<file path="src/rtl/uart_pkg.sv">
// Shared UART types: stop-bit and parity encodings plus the transmitter FSM
// states, with helpers that map raw configuration port values onto them.
package uart_pkg;

  typedef enum logic [1:0] {
    SB_ONE  = 2'd0,
    SB_ONE5 = 2'd1,
    SB_TWO  = 2'd2
  } uart_stopbits_t;

  typedef enum logic [2:0] {
    PAR_NONE  = 3'd0,
    PAR_ODD   = 3'd1,
    PAR_EVEN  = 3'd2,
    PAR_SPACE = 3'd3,
    PAR_MARK  = 3'd4
  } uart_parity_t;

  typedef enum logic [2:0] {
    ST_IDLE   = 3'd0,
    ST_START  = 3'd1,
    ST_DATA   = 3'd2,
    ST_PARITY = 3'd3,
    ST_STOP   = 3'd4
  } uart_tx_state_t;

  // Raw value 3 has no meaning on the line and falls back to one stop bit.
  function automatic uart_stopbits_t decode_stopbits(input logic [1:0] raw);
    uart_stopbits_t sb;
    case (raw)
      2'd1:    sb = SB_ONE5;
      2'd2:    sb = SB_TWO;
      default: sb = SB_ONE;
    endcase
    return sb;
  endfunction

  // Raw values 5..7 are unused encodings and behave as "no parity".
  function automatic uart_parity_t decode_parity(input logic [2:0] raw);
    uart_parity_t p;
    case (raw)
      3'd1:    p = PAR_ODD;
      3'd2:    p = PAR_EVEN;
      3'd3:    p = PAR_SPACE;
      3'd4:    p = PAR_MARK;
      default: p = PAR_NONE;
    endcase
    return p;
  endfunction

  // data_xor is the XOR of all data bits. Odd parity makes the total count of
  // ones (data + parity) odd, which is what the receiver checks against.
  function automatic logic parity_bit(input uart_parity_t p, input logic data_xor);
    logic b;
    case (p)
      PAR_ODD:  b = ~data_xor;
      PAR_EVEN: b = data_xor;
      PAR_MARK: b = 1'b1;
      default:  b = 1'b0;
    endcase
    return b;
  endfunction

endpackage

</file>
<file path="src/rtl/uart_transmitter_if.sv">
// Word/config handshake between a producer (master) and the UART transmitter
// (slave). Valid/ready: the master holds word, paritytype and stopbitnum
// stable while word_valid is high; a transfer happens on the rising clock
// edge where word_valid and word_ready are both high. word_ready may be high
// without word_valid; word_valid seen while word_ready is low is ignored.
interface uart_transmitter_if #(
  parameter int word_width = 8
);
  logic [word_width-1:0] word;
  logic                  word_valid;
  logic                  word_ready;
  logic [2:0]            paritytype;
  logic [1:0]            stopbitnum;

  modport master (
    output word, word_valid, paritytype, stopbitnum,
    input  word_ready
  );

  modport slave (
    input  word, word_valid, paritytype, stopbitnum,
    output word_ready
  );
endinterface

</file>
<file path="src/rtl/uart_bit_timer.sv">
// Bit-period timer: a free-running up-counter of 2**width cycles. full_tick
// marks the last cycle of a bit period, half_tick the last cycle of the first
// half period. Shared between the UART transmitter and receiver.
module uart_bit_timer #(
  parameter int width = 4
) (
  input  logic clk,
  input  logic reset,
  input  logic clear,
  input  logic enable,
  output logic full_tick,
  output logic half_tick
);

  localparam logic [width-1:0] HALF_LAST = width'((1 << (width - 1)) - 1);

  logic [width-1:0] timer_q;
  logic [width-1:0] timer_d;

  // Next count: clear wins, otherwise advance (and wrap) while enabled.
  always_comb begin
    timer_d = timer_q;
    if (clear) begin
      timer_d = '0;
    end else if (enable) begin
      timer_d = timer_q + 1'b1;
    end
  end

  // Counter register.
  always_ff @(posedge clk) begin
    if (reset) begin
      timer_q <= '0;
    end else begin
      timer_q <= timer_d;
    end
  end

  assign full_tick = enable & (timer_q == '1);
  assign half_tick = enable & (timer_q == HALF_LAST);

endmodule

</file>
<file path="src/rtl/uart_transmitter.sv">
// UART transmitter: accepts one word per handshake and serialises it as
// start bit, data LSB first, optional parity bit and 1/1.5/2 stop bits.
// TX is registered from the current state, so the line trails the FSM by one
// clock: TX falls the edge after the transfer, and the cycle the FSM spends
// back in IDLE before the next transfer is the guaranteed idle-high gap.
module uart_transmitter
  import uart_pkg::*;
#(
  parameter int word_width     = 8,
  parameter int reductor_width = 4
) (
  input  logic                  clk,
  input  logic                  reset,
  uart_transmitter_if.slave     tx_if,
  output logic [2:0]            transmitter_state,
  output logic                  TX
);

  localparam int CNT_W = (word_width > 1) ? $clog2(word_width) : 1;
  localparam logic [CNT_W-1:0] LAST_BIT = CNT_W'(word_width - 1);

  uart_tx_state_t        state_q, state_d;
  logic [word_width-1:0] shift_q, shift_d;
  logic [CNT_W-1:0]      bit_cnt_q, bit_cnt_d;
  uart_parity_t          parity_q, parity_d;
  uart_stopbits_t        stop_q, stop_d;
  logic                  par_bit_q, par_bit_d;
  logic                  tx_q, tx_d;

  logic transfer;
  logic full_tick;
  logic half_tick;

  assign tx_if.word_ready = (state_q == ST_IDLE) & ~reset;
  assign transfer         = tx_if.word_valid & tx_if.word_ready;

  uart_bit_timer #(
    .width(reductor_width)
  ) u_bit_timer (
    .clk      (clk),
    .reset    (reset),
    .clear    (transfer),
    .enable   (state_q != ST_IDLE),
    .full_tick(full_tick),
    .half_tick(half_tick)
  );

  // Next-state, frame datapath and line level for the current state.
  always_comb begin
    state_d   = state_q;
    shift_d   = shift_q;
    bit_cnt_d = bit_cnt_q;
    parity_d  = parity_q;
    stop_d    = stop_q;
    par_bit_d = par_bit_q;
    tx_d      = 1'b1;
    case (state_q)
      ST_IDLE: begin
        tx_d = 1'b1;
        if (transfer) begin
          state_d   = ST_START;
          shift_d   = tx_if.word;
          bit_cnt_d = '0;
          parity_d  = decode_parity(tx_if.paritytype);
          stop_d    = decode_stopbits(tx_if.stopbitnum);
          par_bit_d = parity_bit(decode_parity(tx_if.paritytype), ^tx_if.word);
        end
      end
      ST_START: begin
        tx_d = 1'b0;
        if (full_tick) begin
          state_d = ST_DATA;
        end
      end
      ST_DATA: begin
        tx_d = shift_q[0];
        if (full_tick) begin
          shift_d = shift_q >> 1;
          if (bit_cnt_q == LAST_BIT) begin
            bit_cnt_d = '0;
            state_d   = (parity_q == PAR_NONE) ? ST_STOP : ST_PARITY;
          end else begin
            bit_cnt_d = bit_cnt_q + 1'b1;
          end
        end
      end
      ST_PARITY: begin
        tx_d = par_bit_q;
        if (full_tick) begin
          state_d = ST_STOP;
        end
      end
      ST_STOP: begin
        tx_d = 1'b1;
        // bit_cnt counts completed stop periods; the half stop bit ends at
        // the half tick of the second period.
        case (stop_q)
          SB_TWO: begin
            if (full_tick) begin
              if (bit_cnt_q != '0) begin
                state_d = ST_IDLE;
              end else begin
                bit_cnt_d = CNT_W'(1);
              end
            end
          end
          SB_ONE5: begin
            if (bit_cnt_q == '0) begin
              if (full_tick) begin
                bit_cnt_d = CNT_W'(1);
              end
            end else if (half_tick) begin
              state_d = ST_IDLE;
            end
          end
          default: begin
            if (full_tick) begin
              state_d = ST_IDLE;
            end
          end
        endcase
      end
      default: begin
        state_d = ST_IDLE;
      end
    endcase
  end

  // State and datapath registers; reset abandons any frame in progress.
  always_ff @(posedge clk) begin
    if (reset) begin
      state_q   <= ST_IDLE;
      shift_q   <= '0;
      bit_cnt_q <= '0;
      parity_q  <= PAR_NONE;
      stop_q    <= SB_ONE;
      par_bit_q <= 1'b0;
      tx_q      <= 1'b1;
    end else begin
      state_q   <= state_d;
      shift_q   <= shift_d;
      bit_cnt_q <= bit_cnt_d;
      parity_q  <= parity_d;
      stop_q    <= stop_d;
      par_bit_q <= par_bit_d;
      tx_q      <= tx_d;
    end
  end

  assign TX                = tx_q;
  assign transmitter_state = state_q;

endmodule

</file>
<file path="src/flat_wrapper.sv">
// flat-port wrapper written by rule: the top's interface ports become plain ports
module uart_transmitter_flat import uart_pkg::*;
#(
  parameter int word_width     = 8,
  parameter int reductor_width = 4
)
  (clk, reset, transmitter_state, TX, tx_if_word, tx_if_word_valid, tx_if_paritytype, tx_if_stopbitnum, tx_if_word_ready);
  uart_transmitter_if #(.word_width(word_width)) tx_if_i ();
  input  logic clk;
  input  logic reset;
  output logic [2:0] transmitter_state;
  output logic TX;
  input wire logic [$bits(tx_if_i.word)-1:0] tx_if_word;
  input wire logic [$bits(tx_if_i.word_valid)-1:0] tx_if_word_valid;
  input wire logic [$bits(tx_if_i.paritytype)-1:0] tx_if_paritytype;
  input wire logic [$bits(tx_if_i.stopbitnum)-1:0] tx_if_stopbitnum;
  output wire logic [$bits(tx_if_i.word_ready)-1:0] tx_if_word_ready;
  assign tx_if_i.word = tx_if_word;
  assign tx_if_i.word_valid = tx_if_word_valid;
  assign tx_if_i.paritytype = tx_if_paritytype;
  assign tx_if_i.stopbitnum = tx_if_stopbitnum;
  assign tx_if_word_ready = tx_if_i.word_ready;
  uart_transmitter #(.word_width(word_width), .reductor_width(reductor_width)) u_core (.clk(clk), .reset(reset), .tx_if(tx_if_i), .transmitter_state(transmitter_state), .TX(TX));
endmodule
</file>
<file path="config.mk">
export PLATFORM = sky130hd
export DESIGN_NAME = uart_transmitter_flat
export DESIGN_NICKNAME = d
export VERILOG_FILES = /design/src/rtl/uart_pkg.sv /design/src/rtl/uart_transmitter_if.sv /design/src/rtl/uart_bit_timer.sv /design/src/rtl/uart_transmitter.sv /design/src/flat_wrapper.sv
export SDC_FILE = /design/constraint.sdc
export NUM_CORES = 1
export LEC_CHECK = 0
export CORE_UTILIZATION = 38
export DETAILED_ROUTE_END_ITERATION = 8
export PLACE_DENSITY = 0.68
export SYNTH_ARGS = -nofsm -noshare
export SYNTH_HDL_FRONTEND = slang
export SYNTH_SLANG_ARGS = --single-unit
</file>
<file path="constraint.sdc">
create_clock -name clk -period 2.6 [get_ports clk]
set_input_delay 0.26 -clock clk [delete_from_list [all_inputs] [get_ports clk]]
set_output_delay 0.26 -clock clk [all_outputs]
set_load 0.02 [all_outputs]
</file>
== Word level (Yosys, flattened, before mapping) ==
Index checks and enable logic that the tools add are counted.
Storage, ports and cells
  register bits after elaboration: 25
  bits in latches: 0
  memory bits (writable): 0
  ROM bits: 0
  input port bits: 16
  output and inout port bits: 5
  word-level logic and storage cells: 92
  memories: 0
Operators by class
  add/sub/neg operators: 2
  $mul: 0
  div/mod/pow operators: 0
  order comparisons: 0
  equality and inequality tests: 32
  shift-type cells: 0
  multiplexer cells: 31
  bitwise gates (word level): 6
  reductions and logical operators: 13
Operator list (number)
  3-bit 2-to-1 mux: 20
  8-bit 2-to-1 mux: 2
  8-bit case mux with 2 select lines: 1
  3-bit by 2-bit == test with 1-bit output (second input constant): 5
  3-bit by 2-bit != test with 1-bit output (second input constant): 5
  3-bit case mux with 5 select lines: 1
  3-bit == test (second input constant): 4
  3-bit case mux with 2 select lines: 2
  3-bit case mux with 4 select lines: 1
  2-bit by 1-bit != test with 1-bit output (second input constant): 5
  10-bit AND reduction: 1
  3-bit by 1-bit == test with 1-bit output (second input constant): 3
  3-bit logical NOT: 3
  3-bit case mux with 3 select lines: 1
  3-bit nonzero test: 3
  8-bit AND reduction: 1
  8-bit XOR reduction: 1
  3-bit by 1-bit != test with 1-bit output (second input constant): 2
  3-bit != test (second input constant): 2
  1-bit case mux with 3 select lines: 2
  4-bit by 1-bit adder with 4-bit output (second input constant): 1
  1-bit bitwise AND: 4
  2-bit by 1-bit == test with 1-bit output (second input constant): 2
  2-bit == test (second input constant): 2
  9 further kinds: 10

== Logic depth before layout (Yosys ltp) ==
Gate-level depths: netlist of run 1.
  word-level depth: 7
  mapped depth: 8
  mapped depth without buffers: 7

== Modules after synthesis ==
A second synthesis of run 1 with hierarchy kept.
Second synthesis, totals
  cell total of the unflattened synthesis: 173
  area total of the unflattened synthesis: 1527.7 um2
By module, submodules not included
  uart_transmitter: instances 1, cells each 151, area each 1303.8 um2, sequential area each 420.4 um2
  uart_bit_timer: instances 1, cells each 22, area each 224.0 um2, sequential area each 80.1 um2

== Worst setup path before layout of run 1 ==
OpenSTA, ideal clock, no wires.
  path type: register to register
  from: reg u_core.state_q[0], in the netlist u_core.transmitter_state[0]
  to: reg u_core.bit_cnt_q[0]
  library setup time: 101 ps
  arrival: 1630 ps
  data required time: 2499 ps
  path slack: 869 ps
  stages on the path, launching flop included: 8
  buffers on the path: 2
  clock period less this slack: 1731 ps
  cells stage by stage: dfxtp_1 buf_6 or3_1 buf_6 a311oi_4 a211oi_2 a211o_1 o41ai_1
Between the ends
  cells in the longest elaborated chain, start to end: 5
  elaborated cells on any way between the ends: 17
  those cells by class: eq/ne (9); mux (1); bitwise (3); reduce/logical (4)
Ends and longest elaborated chain
  start, declared: RTL line uart_transmitter.sv:22  | uart_tx_state_t state_q, state_d;
  start signal, assigned: RTL line uart_transmitter.sv:140  | state_q <= state_d;
  3-bit logical NOT: RTL line uart_transmitter.sv:34, uart_transmitter.sv:57
  1-bit bitwise AND: RTL line uart_transmitter.sv:34  | assign tx_if.word_ready = (state_q == ST_IDLE) & ~reset;
  1-bit bitwise AND: RTL line uart_transmitter.sv:35  | assign transfer = tx_if.word_valid & tx_if.word_ready;
  2-bit by 1-bit != test with 1-bit output (no line)
  8-bit AND reduction (no line)
  end signal, assigned: RTL line uart_transmitter.sv:142  | bit_cnt_q <= bit_cnt_d;
  end, declared: RTL line uart_transmitter.sv:24  | logic [CNT_W-1:0] bit_cnt_q, bit_cnt_d;
Parallel ways exist; a longest one is shown, timed or not.
A chain may end at the register's enable or synchronous reset.

== Worst setup path in the final report of run 1 ==
  from: reg u_core.state_q[2], in the netlist u_core.transmitter_state[2]
  to: out tx_if_word_ready
Between the ends
  cells in the longest elaborated chain, start to end: 2
Ends and longest elaborated chain
  3-bit logical NOT: RTL line uart_transmitter.sv:34
  1-bit bitwise AND: RTL line uart_transmitter.sv:34
  end, declared: RTL line flat_wrapper.sv:17  | output wire logic [$bits(tx_if_i.word_ready)-1:0] tx_if_word_ready;
No other way between the ends.

==> metrics.md, run 1 <==
| Metric | Value |
|---|---|
| Clock root buffer | clkbuf_8 |
| Remaining antenna violation count | 0 |
| Vertical die dimension | 63.9 um |
| Pin count of the biggest net entering global routing | 22 |
| Placement row count | 22 |
| Estimated wirelength of the detail-placed design | 2230 um |
| Period utilization | between 80% and 90% |
| Chip Width | ~64 um |
| Cell Area, Synth | 1450 sq um |
| Required time of the worst setup path | 2.34 ns |
| Worst-skew pair later-pin latency | approximately 0.28 ns |
| DR vias/cell | 5.44 |
| CTS tree | built |
| Setup total negative slack | 0 ns |
| Die footprint | 4080 sq um |
| Top FF cell, synth | dfxtp_1 |
| Number of sinks driven by the clock tree | 25 |
| Standby leakage power | 0.588 nW |
| Fraction of layout cells with a size suffix above 1 | 6.77% |
| Leading post-synthesis cells by cell area | dfxtp_1 34%, nand3_1 5.2%, nand2_1 4.9%, xnor2_1 4.8%, nor2_1 4.6% |
| Highest-count cells in the layout ignoring fill and taps | 25 x dfxtp_1, 20 x clkdlybuf4s50_1, 19 x nand2_1 |
| GPL Wtd Cong | between 0.8 and 0.9 |
| # Post-CTS Setup Buffers | 0 |
| Post-synth ARST share | 0% |
| DR pass1 iterations | 4 |
| Synth Net Count | 196 |
| Layout Area Growth over Synthesis | 18.3% |
| Final net count | 213 |
| Post-Place Cells | 236 |
| Residual overflow from global routing | 0 |
| Max rail drop VDD | ~0.00036 V |
| Startpoint type of the worst setup path | flip-flop |
| Data arrival, critical path | 2.08 ns |
| Resized Gates After CTS | 0 |
| Type of the setup path with the least slack | flip-flop to output pin |
| Final Instance Count excl. Fillers | between 200 and 250 |
| Clock buffers created by TritonCTS | 3 |
| Antenna cell count | 0 |
| Top cell type's share of synthesized area | about a third |
| Maximum net fanout on the critical path | 14 |
| Final cell area excluding filler cells | 1720 sq um |
| Total power per unit cell area | 745 nW/um^2 |
| Rel. slew slack | 63.6% |
| Via count | 1305 |
| Final critical-path setup slack | around 0.26 ns |
| Overall global routing resource usage | between 15 and 20% |
| Count of port buffers added during placement | 20 |
| Final worst clock skew | 0.00226 ns |
| Number of distinct library cell variants in the gate-level netlist after synthesis | 43 |
| Total power consumption of the routed design | 1.28 mW |
| Clock-pin slew of the registers on the worst-case setup and hold paths | 0.10 ns |
| IO Pins | 21 |
| DR WL/cell | 12.6 um |
| Most common library cell in the layout ignoring fill and taps | dfxtp_1 |
| Via count of the first global-routing pass | 1137 |
| RSZ-0062 raised after global routing | no |
| Number of remaining DRC errors | 0 |
| Placed cell area | 1670 sq um |
| Buffer levels on the longest clock path | 2 |
| Setup slack at placement | 0.506 ns |
| Post-Syn Instances | 176 |
| Number of antenna violations at the first check in global routing | 0 |
| Max Cap Violations | 0 |
| Wire length of the first global-routing pass | 5210 um |
| Hold violation total from the final report | 0 |
| Number of synthesized flops with an enable pin | 0 |
| Highest attainable clock frequency | 428 MHz |
| Initial detailed-routing violation count | 125 |
| Status | complete, no violations |
| Crit path time final | 2.34 ns |
| Max-slew violation count | 0 |
| Proportion of synthesized chip area in sequential cells | about a third |
| Wire length reported by the detailed router | 3020 um |
| Slew at the pin with the worst max-slew slack | 0.546 ns |
| Core area | 3660 sq um |
| Final setup vio count | 0 |
| Cell type contributing the most total cell area after synthesis | dfxtp_1 |
| Syn Area/Cell | 8.26 sq um |
| Type of element capturing the critical path | output pin |
| Quantity of hold-fixing buffers added after cts | 0 |
| Starting density of the core | 39.7% |
| Yosys reg bits | 25 |
| H-tree Lvls | 1 |
| Yosys synthesis warning count | 0 |
| Path type of the worst min-delay path | flip-flop to flip-flop |
==> through the flow <==
step	hold slack, ns	util [%]
finish	0.457	47.0
global route	0.482	47.0
CTS	0.459	47.0
global placement	0.440	45.6
detailed placement	0.444	45.6
floorplan	0.408	-
==> where the power goes <==
| part | switching (mW) | leakage [nW] | total, mW | internal [mW] |
|---|---|---|---|---|
| clock network | 0.139 | 0.0261 | 0.251 | 0.113 |
| registers | 0.0547 | 0.204 | 0.497 | 0.442 |
| logic | 0.320 | 0.358 | 0.534 | 0.214 |
| total | 0.513 | 0.588 | 1.28 | 0.770 |
==> routing by layer <==
layer	up-vias	global-route usage [%]	wire length, um
met5	-	0	0
met3	5	4.29	111
met2	28	24.6	1340
met1	595	22.0	1540
met4	0	4.83	25
li1	677	-	-
==> logic make-up after synthesis <==
family | after synthesis | synth area share [%]
compound gates | 41 | 22.2
xor+xnor | 8 | 4.82
fa+ha+maj | 4 | 3.44
buf+inv | 19 | 6.63
flops | 25 | 34.4
mux | 2 | 1.38
simple gates | 77 | 27.1
==> worst max-delay path, stage by stage (launching register included) <==
cell and delay [ns]:
dfxtp_1 0.46, or3_1 0.59, nor2_1 0.14, clkdlybuf4s50_1 0.61
==> cells in the mapped netlist (4+ instances only) <==
cell and number:
dfxtp_1 25, nand2_1 19, nor2_1 18, nand3_1 15, a21oi_1 9, inv_1 8
xnor2_1 8, a311oi_1 7, nand3b_1 6, clkbuf_1 5, ha_1 4
==> flip-flops by register name, summed over array words and instances (netlist names) <==
register and count:
u_core.TX 1, u_core.bit_cnt_q 3, u_core.par_bit_q 1, u_core.parity_q 3, u_core.shift_q 8, u_core.stop_q 2, u_core.transmitter_state 3, u_core.u_bit_timer.timer_q 4
==> layout make-up <==
| class | count | area, sq um |
|---|---|---|
| well taps | 48 | 60.1 |
| multi-input cells | 132 | 857 |
| repair buffers | 23 | 223 |
| flip-flops and latches | 25 | 500 |
| clock buffers | 3 | 41.3 |
| clock inverters | 1 | 8.76 |
| fillers | 374 | 1940 |
| inverters | 8 | 30.0 |
==> final timing paths <==
check                              start                  to  slack (ns)  cells past startpoint
min                   u_core.parity_q[2]  u_core.parity_q[2]        0.46                      2
min reg2reg           u_core.parity_q[2]  u_core.parity_q[2]        0.46                      2
max          u_core.transmitter_state[2]    tx_if_word_ready        0.26                      3
max reg2reg  u_core.transmitter_state[2]   u_core.shift_q[4]        0.51                      5
Power figures use the tool's default switching activity.
==> run 2: changes to the inputs <==
Settings changed: CORE_UTILIZATION 38 to 50, PLACE_DENSITY 0.68 to 0.83.
==> metrics.md, run 2 (synthesized netlist as in run 1, its figures left out) <==
| Metric | Value |
|---|---|
| Max FFs per register | 8 |
| Global-route met2 utilization | 38.9% |
| Antenna cell count | 0 |
| Overall global routing resource usage | between 20% and 30% |
| Leading registers by flop count | u_core.shift_q (8), u_core.u_bit_timer.timer_q (4) |
| Remaining antenna violation count | 0 |
| Placement row count | 19 |
| Path type of the worst min-delay path | flip-flop to flip-flop |
| Wire length of the first global-routing pass | 5810 um |
| Setup total negative slack | 0 ns |
| Number of antenna violations at the first check in global routing | 0 |
| Pin count of the biggest net entering global routing | 21 |
| Status | complete, no violations |
| GPL Wtd Cong | 0.981 |
| Core area | 2760 sq um |
| Buffers plus inverters on the worst setup path | 1 |
| Die footprint | around 3100 sq um |
| Rel. slew slack | 60.7% |
| DR WL/cell | between 10 and 15 um |
| Wire length reported by the detailed router | 3260 um |
| Clock buffers created by TritonCTS | 3 |
| Via count of the first global-routing pass | ~1300 |
| Most common library cell in the layout ignoring fill and taps | dfxtp_1 |
| DR vias/cell | 6.14 |
| # Post-CTS Setup Buffers | 0 |
| Quantity of hold-fixing buffers added after cts | 0 |
| Critical path cell sequence | or3_1 -> nor2_1 -> clkdlybuf4s50_1 |
| Type of element capturing the critical path | output pin |
| Final net count | 213 |
| Max-slew violation count | 0 |
| H-tree Lvls | 1 |
| IO Pins | 21 |
| Residual overflow from global routing | 0 |
| Dominant delay contributor by cell family on the critical path | simple AND/OR/NAND/NOR gates |
| Layout Area Growth over Synthesis | 15.2% |
| GR met1 Demand/Resource | 30.4% |
| Standby leakage power | 0.577 nW |
| Estimated wirelength of the detail-placed design | 2400 um |
| Total power consumption of the routed design | 1.22 mW |
| Max rail drop VDD | 0.000474 V |
| Crit path time final | 2.39 ns |
| Startpoint type of the worst setup path | flip-flop |
| Buffer levels on the longest clock path | 2 |
| Fraction of layout cells with a size suffix above 1 | roughly 6.3% |
| Number of sinks driven by the clock tree | 25 |
| CTS tree | built |
| Reg2reg setup slack | approximately 0.41 ns |
| Register with the highest flop count | u_core.shift_q |
| Clock root buffer | clkbuf_4 |
| Routing layer with the top usage in global route | met2 |
| Starting density of the core | a little over half |
| Data arrival, critical path | around 2.1 ns |
| Maximum net fanout on the critical path | 14 |
| Highest attainable clock frequency | roughly 420 MHz |
| Initial detailed-routing violation count | 74 |
| Max Cap Violations | 0 |
| Highest-count cells in the layout ignoring fill and taps | 25 x dfxtp_1, 20 x clkdlybuf4s50_1, 19 x nand2_1 |
| RSZ-0062 raised after global routing | no |
| Vertical die dimension | approximately 56 um |
| Via count | 1370 |
| DR pass1 iterations | 4 |
| Final setup vio count | 0 |
| Chip Width | roughly 56 um |
| CP peak stage delay | between 0.6 and 0.7 ns |
| Slew at the pin with the worst max-slew slack | 0.589 ns |
| Final cell area excluding filler cells | 1680 sq um |
| Count of port buffers added during placement | 20 |
| Resized Gates After CTS | 0 |
| Final worst clock skew | around 0.0036 ns |
| Required time of the worst setup path | ~2.3 ns |
| Type of the setup path with the least slack | flip-flop to output pin |
| Clock-pin slew of the registers on the worst-case setup and hold paths | 0.13 ns |
| Number of remaining DRC errors | 0 |
| Sequential standard cell area | 500 sq um |
| Multi-input logic area | 857 sq um |
| Filler Cell Count | 256 |
| Period utilization | 92.0% |
| Hold violation total from the final report | 0 |
| Cell type of the slowest stage on the worst timing path | clkdlybuf4s50_1 |
| Met3 GRT Util | 3.02% |
| Total power per unit cell area | 726 nW/um^2 |
| Placed cell area | 1650 sq um |
| Worst-skew pair later-pin latency | roughly 0.31 ns |
-- run 2: cell types whose count changed in the layout (fill, tap and decap cells not counted), sizes merged --
cell / previous run / this run
clkbuf: 3 / 4
inv: 9 / 8
-- run 2: layout make-up --
cell class                 instances  area share [%]
clock buffer                       4            1.57
inverter                           8            1.79
multi-input combinational        132            51.2
sequential                        25            29.9
tap                               31            2.32
timing repair buffer              23            13.3
-- run 2: through the flow --
step / utilization [%] / hold WS (ns) / setup WS (ns) / instances
2_1_floorplan: - / 0.408 / 0.869 / 176
3_3_place_gp: 59.8 / 0.443 / 0.593 / 219
3_5_place_dp: 59.8 / 0.455 / 0.537 / 219
4_1_cts: 60.8 / 0.471 / 0.215 / 223
5_1_grt: 60.8 / 0.484 / 0.103 / 223
6_report: 60.8 / 0.469 / 0.209 / 223
-- run 2: worst paths after layout --
kind	endpoint	startpoint	cells after the start
max	tx_if_word_ready	u_core.transmitter_state[2]	3
min	u_core.parity_q[1]	u_core.parity_q[1]	2
max reg2reg	u_core.shift_q[0]	u_core.transmitter_state[2]	5
min reg2reg	u_core.parity_q[1]	u_core.parity_q[1]	2
-- run 2: where the power goes --
part | switching [mW] | internal, mW | total [mW]
combinational | 0.332 | 0.215 | 0.548
sequential | 0.0558 | 0.443 | 0.498
clock | 0.111 | 0.0599 | 0.171
-- run 2: tightest hold or removal path, cell delays in order, from the launching register on --
cell and delay [ns]:
dfxtp_1 0.33, nand2_1 0.05, a21oi_1 0.05
-- run 2: per-layer routing --
| metal | vias up | wire length [um] | part of all wire [%] |
|---|---|---|---|
| li1 | 677 | - | - |
| met1 | 652 | 1520 | 47 |
| met2 | 37 | 1580 | 48 |
| met3 | 4 | 129 | 4.0 |
| met4 | 0 | 36 | 1.1 |
| met5 | - | 0 | 0 |
